==> config.mk <==
export PLATFORM = sky130hd
export DESIGN_NAME = uart_tx_arbiter
export DESIGN_NICKNAME = d
export VERILOG_FILES = /design/src/rtl/uart_tx_arbiter.sv
export SDC_FILE = /design/constraint.sdc
export NUM_CORES = 1
export LEC_CHECK = 0
export ABC_AREA = 1
export CAP_MARGIN = 0
export CORE_UTILIZATION = 45
export CTS_CLUSTER_DIAMETER = 60
export DETAILED_ROUTE_END_ITERATION = 6
export GPL_ROUTABILITY_DRIVEN = 1
export PLACE_DENSITY_LB_ADDON = 0.1
export SLEW_MARGIN = 40
export SYNTH_ARGS = -nofsm -noshare
export SYNTH_HDL_FRONTEND = slang
export SYNTH_SLANG_ARGS = --single-unit
==> constraint.sdc <==
create_clock -name clk -period 2.05 [get_ports clk]
set_input_delay 0.3075 -clock clk [delete_from_list [all_inputs] [get_ports clk]]
set_output_delay 0.3075 -clock clk [all_outputs]
set_load 0.01 [all_outputs]
==> src/rtl/uart_tx_arbiter.sv <==
// Round-robin byte scheduler that feeds a single CoreUARTapb transmitter (non-FIFO mode).
// Defining UART_TX_ARB_LOCK_EN adds message locking driven by req_last.
module uart_tx_arbiter #(
   parameter int NUM_REQ    = 4,
   parameter int GAP_CYCLES = 0
) (
   input  logic                 clk,
   input  logic                 reset_n,
   input  logic [NUM_REQ-1:0]   req_valid,
   input  logic [8*NUM_REQ-1:0] req_data,
   input  logic [NUM_REQ-1:0]   req_last,
   output logic [NUM_REQ-1:0]   req_ready,
   input  logic                 txrdy,
   output logic [7:0]           tx_hold_reg,
   output logic                 tx_load,
   output logic [2:0]           grant_id,
   output logic                 busy
);

   typedef enum logic [2:0] {ARB, LOAD, WAIT_LOW, GAP, WAIT_HIGH} state_t;

   localparam logic [15:0] GAP_LAST = 16'((GAP_CYCLES > 0) ? GAP_CYCLES - 1 : 0);

   state_t       state;
   logic [2:0]   rr_ptr;
   logic [15:0]  gap_cnt;

   logic [NUM_REQ-1:0] cand;
   logic [7:0]         cand_pad;
   logic [63:0]        data_pad;
   logic [3:0]         idx;
   logic               found;
   logic [2:0]         winner;
   logic [2:0]         winner_nxt;
   logic [NUM_REQ-1:0] grant_vec;

`ifdef UART_TX_ARB_LOCK_EN
   logic       locked;
   logic [2:0] lock_id;
   logic [7:0] last_pad;

   assign last_pad = 8'(req_last);

   // While locked only the owning requester is eligible.
   always_comb begin
      cand = req_valid;
      if (locked) begin
         for (int unsigned i = 0; i < NUM_REQ; i++) begin
            cand[i] = (3'(i) == lock_id) ? req_valid[i] : 1'b0;
         end
      end
   end
`else
   logic unused_last;

   assign unused_last = ^req_last;
   assign cand        = req_valid;
`endif

   assign cand_pad = 8'(cand);
   assign data_pad = 64'(req_data);

   // Search upward from rr_ptr, wrapping at NUM_REQ-1.
   always_comb begin
      found  = 1'b0;
      winner = '0;
      idx    = '0;
      for (int unsigned i = 0; i < NUM_REQ; i++) begin
         idx = {1'b0, rr_ptr} + 4'(i);
         if (idx >= 4'(NUM_REQ)) begin
            idx = idx - 4'(NUM_REQ);
         end
         if (!found && cand_pad[idx[2:0]]) begin
            found  = 1'b1;
            winner = idx[2:0];
         end
      end
   end

   assign winner_nxt = (winner == 3'(NUM_REQ - 1)) ? 3'd0 : winner + 3'd1;

   always_comb begin
      grant_vec = '0;
      for (int unsigned i = 0; i < NUM_REQ; i++) begin
         grant_vec[i] = (3'(i) == winner);
      end
   end

   always_ff @(posedge clk or negedge reset_n) begin
      if (!reset_n) begin
         state       <= ARB;
         rr_ptr      <= '0;
         gap_cnt     <= '0;
         req_ready   <= '0;
         tx_hold_reg <= '0;
         tx_load     <= 1'b0;
         grant_id    <= '0;
         busy        <= 1'b0;
`ifdef UART_TX_ARB_LOCK_EN
         locked      <= 1'b0;
         lock_id     <= '0;
`endif
      end else begin
         req_ready <= '0;
         tx_load   <= 1'b0;
         case (state)
            ARB: begin
               if (txrdy && found) begin
                  req_ready   <= grant_vec;
                  tx_hold_reg <= data_pad[{winner, 3'b000} +: 8];
                  grant_id    <= winner;
                  busy        <= 1'b1;
                  state       <= LOAD;
`ifdef UART_TX_ARB_LOCK_EN
                  // The pointer only moves when a message completes.
                  if (last_pad[winner]) begin
                     locked <= 1'b0;
                     rr_ptr <= winner_nxt;
                  end else begin
                     locked  <= 1'b1;
                     lock_id <= winner;
                  end
`else
                  rr_ptr <= winner_nxt;
`endif
               end
            end
            LOAD: begin
               tx_load <= 1'b1;
               state   <= WAIT_LOW;
            end
            WAIT_LOW: begin
               if (!txrdy) begin
                  gap_cnt <= '0;
                  state   <= (GAP_CYCLES > 0) ? GAP : WAIT_HIGH;
               end
            end
            GAP: begin
               if (txrdy) begin
                  if (gap_cnt == GAP_LAST) begin
                     gap_cnt <= '0;
                     state   <= ARB;
                     busy    <= 1'b0;
                  end else begin
                     gap_cnt <= gap_cnt + 16'd1;
                  end
               end else begin
                  gap_cnt <= '0;
               end
            end
            WAIT_HIGH: begin
               if (txrdy) begin
                  state <= ARB;
                  busy  <= 1'b0;
               end
            end
            default: begin
               state <= ARB;
               busy  <= 1'b0;
            end
         endcase
      end
   end

endmodule

==> out/qor.yml <==
status:
  outcome: "completed"
final_layout:
  antenna_cells: 0
  layout_common_cells: "82 x nand2_1, 55 x nand3_1, 54 x clkdlybuf4s50_1"
  nets: 452
  fin_cells: 475
  largest_reg_flops: 16
  final_common_cell: "nand2_1"
  fill_cells: 453
  areaGrowthSynthToFinish_pct: 40.56
  drive_gt1_share_pct: 14.32
  fin_area_mm2: 0.003352
critical_path:
  reg2reg_slack_ps: 110
  critPathLaunch: "rr_ptr[1]"
  crit_type: "flip-flop to flip-flop"
  cp.arrival_ps: 2120
  crit_path_end: "rr_ptr[1]"
  cp_max_fo: 6
  r2r_cells: 11
  required_ps: 2230
  r2r-end: "rr_ptr[1]"
  critPathCaptureType: "flip-flop"
  rr_startpoint: "rr_ptr[1]"
  critPathLaunchType: "flip-flop"
clock_network:
  worstSkewPairLatency_ps: 290
  root_buffer: "clkbuf_8"
  cts_tree: "done"
  cts_buffer_depth: 2
  htreeDepth: 2
  clock-sinks: 39
  cts.clk_slew.worst_paths_ps: 70
  cts_buffers: 5
global_route:
  grt_pass1_wl_um: 9673
  grt_remaining_overflow: 0
  groute.usage.overall_pct: 21.93
  grt_max_degree: 40
  first_global_vias: 2315
  antenna_found_initial: 0
sta:
  finalSetupViolCount: 0
  finClkSkew_ps: 5.306
  timing.fmax_mhz: 515.0
  hold_violations: 0
  worstMarginPinSlew_ps: 468.7
  fin_ws_ps: 108.4
  fin_crit_sh_pct: 94.71
  slew_headroom_pct: 68.75
  period_needed_ps: 1942
  slew_viol_final: 0
  hold-worst-slack_ps: 478.1
routing:
  vias: 2422
  viasPerCell: 5.099
  drtIter0Drc: 134
  wire_per_inst_um: 11.74
  drc: 0
  ant_nets: 0
  drt-total-wl_um: 5575
  dr.pass1.iters: 4
yosys:
  synth_mux_area_share_pct: 0
  synth_cell_type_count: 31
  synth_adder_area_share_pct: 2.623
  yosysTopAreaCellShare_pct: 40.92
  yosys.area.top_type: "dfrtp_1"
  ys_seq_elements: 39
  syn_avg_cell_area_um2: 7.271
  synth_nets: 376
  synth_xor_xnor_area_share_pct: 1.102
  synthTopCellsByArea: "dfrtp_1 41%, nand2_1 13%, nand3_1 12%, inv_1 5.4%, nor2_1 4.7%"
  synth_top_family_by_area: "simple AND/OR/NAND/NOR gates"
  synth-compound-area-share_pct: 5.614
  ys_warn_count: 0
  yosysSeqAreaShare_pct: 40.92
  syn_inst: 328
  synth_area_mm2: 0.002385
  synthSimpleGateAreaFrac_pct: 41.08
power_and_ir_drop:
  power.leakage_nw: 1.597
  powerDensity_mw_per_mm2: 1547
  vdd_drop_max_mv: 0.9197
  totalPowerFinal_mw: 5.185
floorplan:
  core_mm2: 0.005107
  die_x_um: 74.80
  initial_utilization_pct: 46.69
  dieArea_mm2: 0.005594
  core.rowCount: 26
  die_height_um: 74.80
  io_pins: 60
job:
  cap_violations: 0
placed_design:
  place.detailed.instances: 464
  place_area_mm2: 0.003158
  gp_congestion: 0.8633
  place_ws_ps: -85.28
  io_buffers: 55
  place_hpwl_um: 4264
min_path:
  worstHoldPathType: "flip-flop to flip-flop"
[per-layer routing]
| layer | share of wire, % | GRT usage, % | vias to the layer above |
|---|---|---|---|
| met3 | 6.1 | 3.347 | 4 |
| met1 | 44 | 29.15 | 1093 |
| met2 | 49 | 37.84 | 95 |
| met5 | 0 | 0 | - |
| li1 | - | - | 1230 |
| met4 | 0.79 | 4.822 | 0 |
[worst min-delay path by stage]
| stage | start | endpoint | depth (start not counted) | slack, ps |
|---|---|---|---|---|
| floorplan | reset_n | busy | 0 | 10 |
| global placement | grant_id[2] | grant_id[2] | 2 | 450 |
| detailed placement | reset_n | tx_load | 1 | 310 |
| CTS | grant_id[2] | grant_id[2] | 2 | 480 |
| global route | grant_id[2] | grant_id[2] | 2 | 490 |
| finish | grant_id[2] | grant_id[2] | 2 | 480 |
[cell usage after synthesis (all sizes together)]
master  instances
nor4            3
buf             7
o22ai           1
a31oi           2
nand2          88
nand4           8
o21ai          13
ha              5
o21a            1
nor2           33
a21oi           7
nand3b          1
and2            1
inv            39
or2             1
nand3          65
dfrtp          39
and3            1
xor2            3
nor3            9
a21boi          1
[power by group]
part           internal [mW]  leakage, nW  switching, mW
Sequential             0.992        0.517          0.154
Combinational           1.46         1.02           1.92
Clock                  0.394       0.0612          0.264
Total                   2.84         1.60           2.34
[through the flow]
stage | setup TNS [ps] | utilization [%]
2_1_floorplan | 0 | -
3_3_place_gp | -99.88 | 61.78
3_5_place_dp | -584.3 | 61.83
4_1_cts | 0 | 64.33
5_1_grt | -106.9 | 65.63
6_report | 0 | 65.63
[cells by family (layout without fill, tap and decap cells)]
logic type                 count (synthesis)  count (layout)
and+or+nand+nor                          210             210
AOI/OAI and AO/OA                         25              25
xor gates and xnor gates                   3               3
DFF                                       39              39
buffers and inverters                     46             123
adders and majority gates                  5               5
[cell type report]
cell class / instances / area, um^2 / share of cell area [%]
Tap cell: 70 / 87.58 / 2.613
Multi-Input combinational cell: 243 / 1285 / 38.34
Clock inverter: 2 / 35.03 / 1.045
Sequential cell: 39 / 977.2 / 29.15
Inverter: 39 / 156.4 / 4.666
Clock buffer: 6 / 82.58 / 2.464
Timing Repair Buffer: 76 / 728.2 / 21.72
[repair_timing]
action / in CTS / in global routing
hold endpoints to repair: 15 / 0
buffers inserted: 0 / 2
hold buffers: 1 / 0
gates resized for setup: 0 / 14
setup endpoints to repair: 0 / 18
[worst max-delay path, stage by stage, from the launching register on]
cell and delay, ps:
dfrtp_1 440, inv_2 100, ha_4 210, inv_4 80
nand3_4 70, nand3_4 140, nor2_4 50, a21boi_0 210
nand3_2 120, ha_1 300, nand2_1 60, o21ai_1 50
(Power assumes the default switching activity.)
